`src/rtl/serial_adder_ctrl.sv`:
```
// serial_adder_ctrl: sequences a 1-bit full adder over WIDTH bits, LSB first
module serial_adder_ctrl #(
    parameter int WIDTH = 8
) (
    input  logic             clk,
    input  logic             rst_n,
    input  logic             start,
    input  logic [WIDTH-1:0] a,
    input  logic [WIDTH-1:0] b,
    input  logic             cin,
    output logic             ready,
    output logic             busy,
    output logic             done,
    output logic [WIDTH-1:0] sum,
    output logic             cout,
    output logic             ovf
);
    localparam int CW = $clog2(WIDTH);
    localparam logic [CW-1:0] LAST = CW'(WIDTH - 1);

    typedef enum logic [1:0] {IDLE, RUN, DONE} state_t;

    state_t state;
    logic [WIDTH-1:0] a_sh, b_sh, sum_sh;
    logic [CW-1:0] cnt;
    logic carry, fa_s, fa_c;

    // the single full-adder cell working on the current bit position
    always_comb begin
        fa_s = a_sh[0] ^ b_sh[0] ^ carry;
        fa_c = (a_sh[0] & b_sh[0]) | (carry & (a_sh[0] ^ b_sh[0]));
    end

    // control FSM, operand/sum shifters and registered results
    always_ff @(posedge clk or negedge rst_n) begin
        if (!rst_n) begin
            state  <= IDLE;
            ready  <= 1'b1;
            busy   <= 1'b0;
            done   <= 1'b0;
            a_sh   <= '0;
            b_sh   <= '0;
            sum_sh <= '0;
            cnt    <= '0;
            carry  <= 1'b0;
            sum    <= '0;
            cout   <= 1'b0;
            ovf    <= 1'b0;
        end else begin
            case (state)
                IDLE: if (start) begin
                    a_sh   <= a;
                    b_sh   <= b;
                    carry  <= cin;
                    cnt    <= '0;
                    sum_sh <= '0;
                    ready  <= 1'b0;
                    busy   <= 1'b1;
                    state  <= RUN;
                end
                RUN: begin
                    sum_sh <= {fa_s, sum_sh[WIDTH-1:1]};
                    a_sh   <= a_sh >> 1;
                    b_sh   <= b_sh >> 1;
                    carry  <= fa_c;
                    cnt    <= cnt + 1'b1;
                    if (cnt == LAST) begin
                        // the carry register here is the carry into the MSB
                        sum   <= {fa_s, sum_sh[WIDTH-1:1]};
                        cout  <= fa_c;
                        ovf   <= carry ^ fa_c;
                        busy  <= 1'b0;
                        done  <= 1'b1;
                        state <= DONE;
                    end
                end
                DONE: begin
                    done  <= 1'b0;
                    ready <= 1'b1;
                    state <= IDLE;
                end
                default: state <= IDLE;
            endcase
        end
    end
endmodule

```
`config.mk`:
```
export PLATFORM = sky130hd
export DESIGN_NAME = serial_adder_ctrl
export DESIGN_NICKNAME = d
export VERILOG_FILES = /design/src/rtl/serial_adder_ctrl.sv
export SDC_FILE = /design/constraint.sdc
export NUM_CORES = 1
export LEC_CHECK = 0
export ABC_AREA = 1
export BUFFER_PORTS_ARGS = -buffer_cell sky130_fd_sc_hd__buf_2
export CORE_MARGIN = 2
export CORE_UTILIZATION = 50
export DETAILED_ROUTE_END_ITERATION = 10
export PLACE_DENSITY = 0.82
export SYNTH_ARGS = -nofsm -noshare
export SYNTH_HDL_FRONTEND = slang
export SYNTH_SLANG_ARGS = --single-unit
```
`constraint.sdc`:
```
create_clock -name clk -period 1.6 [get_ports clk]
set_input_delay 0.08 -clock clk [delete_from_list [all_inputs] [get_ports clk]]
set_output_delay 0.08 -clock clk [all_outputs]
set_load 0.02 [all_outputs]
```
### Word level (Yosys, flattened, before mapping)

Cells that the tools add are included.

| word-level totals | value |
|---|---|
| register bits after elaboration | 43 |
| bits of input ports | 20 |
| output and inout port bits | 13 |
| logic and storage cells | 54 |

| cells by class | value |
|---|---|
| add/subtract/negate cells | 1 |
| eq/ne operators | 5 |
| multiplexer cells | 20 |
| bitwise logic cells | 6 |
| reduce and logical (&&, ||, !) cells | 10 |

Operators with widths:

| operator | count |
|---|---|
| 8-bit case mux with 2 select lines | 3 |
| 8-bit 2-to-1 mux | 3 |
| 2-bit AND reduction | 5 |
| 1-bit case mux with 2 select lines | 4 |
| 3-bit case mux with 2 select lines | 1 |
| 2-bit nonzero test | 3 |
| 1-bit 2-to-1 mux | 5 |
| 2-bit 2-to-1 mux | 2 |
| 2-bit != test (second input constant) | 2 |
| 2-bit case mux with 2 select lines | 1 |
| 3-bit by 1-bit adder with 3-bit output (second input constant) | 1 |
| 3-bit == test (second input constant) | 1 |
| 3-bit 2-to-1 mux | 1 |
| 3-bit AND reduction | 1 |
| 1-bit bitwise XOR | 3 |
| 1-bit AND | 2 |
| 2-bit by 1-bit == test with 1-bit output (second input constant) | 1 |
| 2-bit == test (second input constant) | 1 |
| 2-bit logical NOT | 1 |
| 1-bit OR | 1 |

### Depth between registers and ports, before layout

Gate-level depths: netlist of the first run.

| depth | value |
|---|---|
| depth after elaboration | 4 |
| mapped depth | 7 |
| mapped depth without buffers | 6 |

### Least setup slack after synthesis of the first run

Ideal clock, no wire load.

| path | value |
|---|---|
| path kind | reg2reg |
| from | reg cnt[0] |
| to | reg cout |
| setup time | 0.121 ns |
| data arrival time | 1.172 ns |
| data required time | 1.479 ns |
| setup slack | 0.307 ns |
| cell stages (with the launch flop) | 6 |
| buffers on the path | 1 |
| period minus slack after synthesis | 1.293 ns |
| cells stage by stage | dfrtp_1 -> ha_1 -> ha_1 -> nand2_2 -> buf_2 -> o21ai_1 |

| between the ends | value |
|---|---|
| cells in the longest elaborated chain, start to end | 2 |

RTL lines:

| item | line | source |
|---|---|---|
| start: declaration | 25 | `logic [CW-1:0] cnt;` |
| start signal: assignment | 66 | `cnt <= cnt + 1'b1;` |
| 3-bit == test | 67 | `if (cnt == LAST) begin` |
| 2-bit AND reduction (no source line) | -- |  |
| end signal: assignment | 47 | `cout <= 1'b0;` |
| end signal: assignment | 70 | `cout <= fa_c;` |
| end: declaration | 15 | `output logic cout,` |

Every way passes these cells.
A chain may end at the register's enable or synchronous reset.

### Final worst setup path of the first run

| path | value |
|---|---|
| from | reg cnt[0] |
| to | reg sum[2] |

| between the ends | value |
|---|---|
| cells in the longest elaborated chain, start to end | 2 |

RTL lines:

| item | line | source |
|---|---|---|
| 3-bit == test | 67 |  |
| 2-bit AND reduction (no source line) | -- |  |
| end signal: assignment | 69 | `sum <= {fa_s, sum_sh[WIDTH-1:1]};` |
| end: declaration | 14 | `output logic [WIDTH-1:0] sum,` |

Every way passes these cells.

==> results of run 1 <==
synthesized netlist by cell type, drive strengths merged:
cell | n | area [µm²]
nand2 | 83 | 354
inv | 44 | 170
dfrtp | 41 | 1030
nand3 | 30 | 150
o21ai | 20 | 100
buf | 9 | 65.1
nor2 | 6 | 25.0
ha | 3 | 37.5
a21oi | 1 | 5.00
dfstp | 1 | 26.3
fa | 1 | 20.0
xor2 | 1 | 8.76
state kept, by name, indices dropped and copies added, names as in the netlist:
name    cells
a_sh        8
b_sh        8
busy        1
carry       1
cnt         3
cout        1
done        1
ovf         1
ready       1
state       2
sum         8
sum_sh      7
final timing paths:
path,slack [ns],end,cells after the start,from
hold / removal,0.02,a_sh[7],3,a[7]
min in group asynchronous,0.27,a_sh[5],2,rst_n
setup reg to reg,0.21,sum[2],5,cnt[0]
setup / recovery,0.21,sum[2],5,cnt[0]
max in group asynchronous,0.77,ready,3,rst_n
hold reg to reg,0.48,cnt[0],1,cnt[0]
final cells by class:
class | instances | area (µm²)
fill | 321 | 1450
inverter | 44 | 170
multi-input combinational | 145 | 701
sequential | 42 | 1050
clock inverter | 3 | 40.0
clock buffer | 5 | 68.8
tap | 48 | 60.1
timing repair buffer | 36 | 205
layer usage:
metal	track usage	up-vias	routed length, µm
met1	0.240	732	1600
met5	0	-	0
met3	0.0541	4	223
met4	0.0561	0	33
li1	-	800	-
met2	0.292	52	1820
through the flow:
| step | cells | total power [µW] | util |
|---|---|---|---|
| final | 323 | 4590 | 0.614 |
| after global routing | 323 | 5020 | 0.614 |
| after global placement | 314 | 3720 | 0.582 |
| after detailed placement | 314 | 3830 | 0.582 |
| after CTS | 323 | 4650 | 0.614 |
| after floorplan | 240 | 3360 | - |
placed cells by master (no fill, tap or decap):
cell type,instances
a21oi_1,1
buf_12,1
buf_2,32
buf_4,2
bufinv_16,1
clkbuf_8,5
clkinv_2,2
dfrtp_1,41
dfstp_2,1
dlygate4sd3_1,1
fa_1,1
ha_1,3
inv_1,42
inv_4,2
nand2_1,79
nand2_2,1
nand2_4,1
nand2_8,2
nand3_1,30
nor2_1,5
nor2_2,1
o21ai_0,2
o21ai_1,18
xor2_1,1
worst reg2reg max path, cell delays in order, from the launching register on:
cell	delay, ns
dfrtp_1	0.40
ha_1	0.22
ha_1	0.22
nand2_2	0.27
nand2_1	0.08
o21ai_1	0.11
timing repair:
action	CTS	global route
hold buffers	1	0
hold endpoints to repair	18	0
setup buffers	0	0
kinds of logic (layout without fill, tap and decap cells):
kind of cell,count (synthesis),count (layout),synth area share
simple gates,119,119,0.266
buf+inv,53,88,0.118
flops,42,42,0.529
compound gates,21,21,0.0529
fa+ha+maj,4,4,0.0290
xor+xnor,1,1,0.00441
power by group through the flow:
stage	combinational, µW	clock [µW]	sequential [µW]
floorplan	1360	0	1990
global placement	1860	0	1870
detailed placement	1940	0	1880
CTS	1950	819	1870
global route	2210	870	1940
finish	1920	803	1870
==> results.py, run 1 <==
metrics = {
    "setup_path": {
        "critical_path_class": "register to register",
        "worstPathBufferInverterCount": 0,
        "path_cells": "ha_1 -> ha_1 -> nand2_2 -> nand2_1 -> o21ai_1",
        "cp.required_ns": 1.80,
        "worstSetupEndpointType": "register",
        "critPathMaxStageDelay_ns": 0.40,
        "critPathArrivalTime_ns": 1.59,
        "crit_fanout": 19,
        "cp_top_family": "adder cells",
        "cp-start-kind": "register",
        "cpMostUsedCell": "ha_1",
        "cp_slowest_cell": "dfrtp_1",
    },
    "clock_network": {
        "cts-root-buf": "clkbuf_8",
        "cts.sinks": 42,
        "cts_made_buffers": 5,
        "cts_resized": 0,
        "clk_latency_ns": 0.29,
        "cts.path.max_buffers": 2,
        "cts_tree": "done",
        "clk_pin_slew_ns": 0.08,
        "htree_num_levels": 2,
    },
    "power": {
        "comb_power_share": 0.418,
        "switching_share": 0.403,
        "power_density_nw_per_um2": 2000,
        "clkPwrFrac": 0.175,
        "seqPwrFrac": 0.407,
        "ir_worst_vdd_uv": 1030,
        "power_switching_uw": 1850,
        "intPower_uw": 2740,
        "leakagePower_uw": 0.00129,
    },
    "min_path": {
        "holdCritPathClass": "input pin to register",
    },
    "global_routing": {
        "grtUsageTotal": 0.184,
        "grt_start_max_net_pins": 27,
        "grt_pass1_vias": 1386,
        "grt_pass1_wl_um": 6120,
        "antenna_found_initial": 0,
        "grt-ovfl-total": 0,
    },
    "timing": {
        "max_freq_mhz": 722,
        "fin_setup_tns_ns": 0,
        "rsz0062_at_grt": "no",
        "setup_slack_ns": 0.215,
        "relSlewSlack": 0.690,
        "setup_viol": 0,
        "fin_hold_ws_ns": 0.0178,
        "post-route-min-period_ns": 1.39,
        "fin_crit_sh": 0.866,
        "hold_viol_final": 0,
        "fin_skew_ns": 0.00656,
        "slew_viol_final": 0,
        "worst-slew-pin-transition_ns": 0.465,
    },
    "detailed_routing": {
        "ant_nets": 0,
        "wl_per_cell_um": 11.4,
        "drtPass1Iterations": 4,
        "route.detailed.drc": 0,
        "totalWireLength_um": 3680,
        "via_count": 1588,
        "drtIter0Drc": 129,
        "drt-vias-per-instance": 4.92,
    },
    "floorplan": {
        "die_area_um2": 4500,
        "start_util": 0.531,
        "die_w_um": 67.1,
        "io_pins": 33,
        "rows": 22,
        "die_y_um": 67.1,
        "coreArea_um2": 3740,
    },
    "logic_synthesis": {
        "yosys.cell_types.count": 20,
        "yosysWarnings": 0,
        "seq_area_frac_synth": 0.529,
        "postSynthAreaPerCell_um2": 8.28,
        "synth_area_um2": 1990,
        "syn-num-nets": 264,
        "syn_inst": 240,
        "ys_seq_elements": 42,
    },
    "outcome": {
        "status": "finished, final reports clean",
    },
    "final_layout": {
        "antenna_cells": 0,
        "syn_to_final_growth_pct": 15.5,
        "final_cell_area_um2": 2300,
        "layout.nets": 298,
        "drive_above_1_share": 0.185,
    },
    "placed_design": {
        "io_buffers": 32,
        "placed_area_um2": 2180,
        "place_hpwl_um": 2650,
        "dp_slack_ns": 0.203,
        "gp_congestion": 0.746,
    },
    "run": {
        "cap_violations": 0,
    },
}
No activity file was read; power rests on OpenSTA's default activity.
==> run 2, diff against run 1 <==
--- a/config.mk
+++ b/config.mk
@@ -10,7 +10,9 @@
 export CORE_MARGIN = 2
 export CORE_UTILIZATION = 50
 export DETAILED_ROUTE_END_ITERATION = 10
+export MAX_ROUTING_LAYER = met4
 export PLACE_DENSITY = 0.82
+export REMOVE_ABC_BUFFERS = 1
 export SYNTH_ARGS = -nofsm -noshare
 export SYNTH_HDL_FRONTEND = slang
 export SYNTH_SLANG_ARGS = --single-unit
==> run 2 against run 1 <==
Sequential power is essentially flat. Total power down 1.9%. Register-to-register slack improved by 0.03 ns.
==> results.py, run 2 (same netlist as run 1, synthesis figures left out) <==
metrics = {
    "outcome": {
        "status": "finished, final reports clean",
    },
    "timing": {
        "fin_hold_ws_ns": 0.00504,
        "fin_setup_tns_ns": 0,
        "rsz0062_at_grt": "no",
        "setup_viol": 0,
        "post-route-min-period_ns": 1.36,
        "fin_crit_sh": 0.849,
        "max_freq_mhz": 736,
        "fin_skew_ns": 0.00402,
        "hold_viol_final": 0,
        "worst-slew-pin-transition_ns": 0.476,
        "setup_slack_ns": 0.242,
        "slew_viol_final": 0,
        "relSlewSlack": 0.682,
    },
    "clock_network": {
        "cts_tree": "done",
        "cts-root-buf": "clkbuf_8",
        "post-cts-setup-buffer-count": 0,
        "cts_resized": 0,
        "htree_num_levels": 2,
        "cts.path.max_buffers": 2,
        "cts_made_buffers": 5,
        "postCtsHoldBufs": 1,
        "clk_latency_ns": 0.30,
        "clk_pin_slew_ns": 0.08,
        "cts.sinks": 42,
    },
    "detailed_routing": {
        "route.detailed.drc": 0,
        "drt-vias-per-instance": 4.77,
        "drtPass1Iterations": 4,
        "drtIter0Drc": 71,
        "wl_per_cell_um": 10.6,
        "ant_nets": 0,
        "via_count": 1546,
        "totalWireLength_um": 3450,
    },
    "setup_path": {
        "r2r_cells": 5,
        "r2r_end": "sum[6]",
        "crit-reg2reg-launch": "cnt[0]",
        "worstPathBufferInverterCount": 0,
        "crit_fanout": 19,
        "cp_slowest_cell": "dfrtp_1",
        "critPathArrivalTime_ns": 1.58,
        "reg2reg_slack_ns": 0.24,
        "cp-start-kind": "register",
        "worst-path-stages": 5,
        "cpMostUsedCell": "ha_1",
        "worstSetupEndpointType": "register",
        "critPathMaxStageDelay_ns": 0.40,
        "path_cells": "ha_1 -> ha_1 -> nand2_2 -> nand2_1 -> o21ai_1",
        "critical_path_class": "register to register",
        "cp.required_ns": 1.82,
        "cp-startpoint": "cnt[0]",
        "cp_top_family": "adder cells",
        "endpoint": "sum[6]",
    },
    "power": {
        "ir_worst_vdd_uv": 981,
        "power_density_nw_per_um2": 1970,
        "leakagePower_uw": 0.00129,
    },
    "placed_design": {
        "io_buffers": 32,
        "place_hpwl_um": 2480,
        "gp_congestion": 0.762,
        "placed_area_um2": 2190,
        "dp_slack_ns": 0.259,
    },
    "global_routing": {
        "antenna_found_initial": 0,
        "gr-usage-met1": 0.239,
        "grt-ovfl-total": 0,
        "grt_pass1_vias": 1447,
        "grt_start_max_net_pins": 27,
        "busiest_layer": "met2",
        "grt_use_met2": 0.302,
        "grtUsageTotal": 0.191,
        "grt_pass1_wl_um": 6220,
        "grtUsageMet3": 0.0507,
    },
    "run": {
        "cap_violations": 0,
    },
    "final_layout": {
        "layout_commonest_cell": "nand2_1",
        "syn_to_final_growth_pct": 15.2,
        "fill_cells": 346,
        "layout.nets": 299,
        "final_cell_area_um2": 2290,
        "drive_above_1_share": 0.188,
        "regArea_um2": 1050,
        "final_cell_mix": "nand2_1, inv_1, dfrtp_1, buf_2, nand3_1",
        "multi_input_area_um2": 701,
        "biggestRegsByFlops": "a_sh x8, b_sh x8, sum x8",
        "antenna_cells": 0,
        "postLayoutCoreUtil": 0.612,
    },
    "floorplan": {
        "start_util": 0.531,
        "die_w_um": 67.1,
        "die_area_um2": 4500,
        "coreArea_um2": 3740,
        "die_y_um": 67.1,
        "rows": 22,
        "io_pins": 33,
    },
    "min_path": {
        "min_from": "a[7]",
        "holdCritPathClass": "input pin to register",
    },
}
run 2: cell types whose count changed in the layout (fill, tap and decap cells not counted):
cell | before | now
buf_4 | 2 | 3
bufinv_16 | 1 | 0
clkinv_2 | 2 | 0
clkinv_4 | 0 | 1
clkinvlp_4 | 0 | 1
inv_6 | 0 | 1
run 2: power breakdown:
part,internal [µW],switching (µW),leakage [µW]
Combinational,738,1190,0.000727
Clock,315,390,0.0000447
Sequential,1560,304,0.000515
Total,2620,1890,0.00129
run 2: final cells by class:
type / instances / area share
Clock buffer: 5 / 0.0301
Clock inverter: 3 / 0.0109
Multi-Input combinational cell: 145 / 0.306
Tap cell: 48 / 0.0262
Timing Repair Buffer: 37 / 0.0929
Sequential cell: 42 / 0.460
Inverter: 44 / 0.0743
run 2: worst register-to-register path: stages, from the launching register on:
cell,delay (ns)
dfrtp_1,0.40
ha_1,0.22
ha_1,0.22
nand2_2,0.27
nand2_1,0.09
o21ai_1,0.09
run 2: layer usage:
metal / up-vias / share of wire
li1: 805 / -
met1: 708 / 0.49
met2: 26 / 0.45
met3: 7 / 0.043
met4: 0 / 0.015
met5: - / 0
run 2: worst min path at each step:
| stage | to | cells after the start |
|---|---|---|
| global placement | cnt[1] | 1 |
| global route | b_sh[7] | 3 |
| floorplan | a_sh[0] | 0 |
| detailed placement | cnt[1] | 1 |
| finish | a_sh[7] | 3 |
| CTS | a_sh[7] | 3 |
run 2: metrics by stage:
stage / power [µW] / cells
floorplan: 3240 / 231
global placement: 3760 / 315
detailed placement: 3840 / 315
CTS: 4560 / 324
global route: 4940 / 324
finish: 4500 / 324
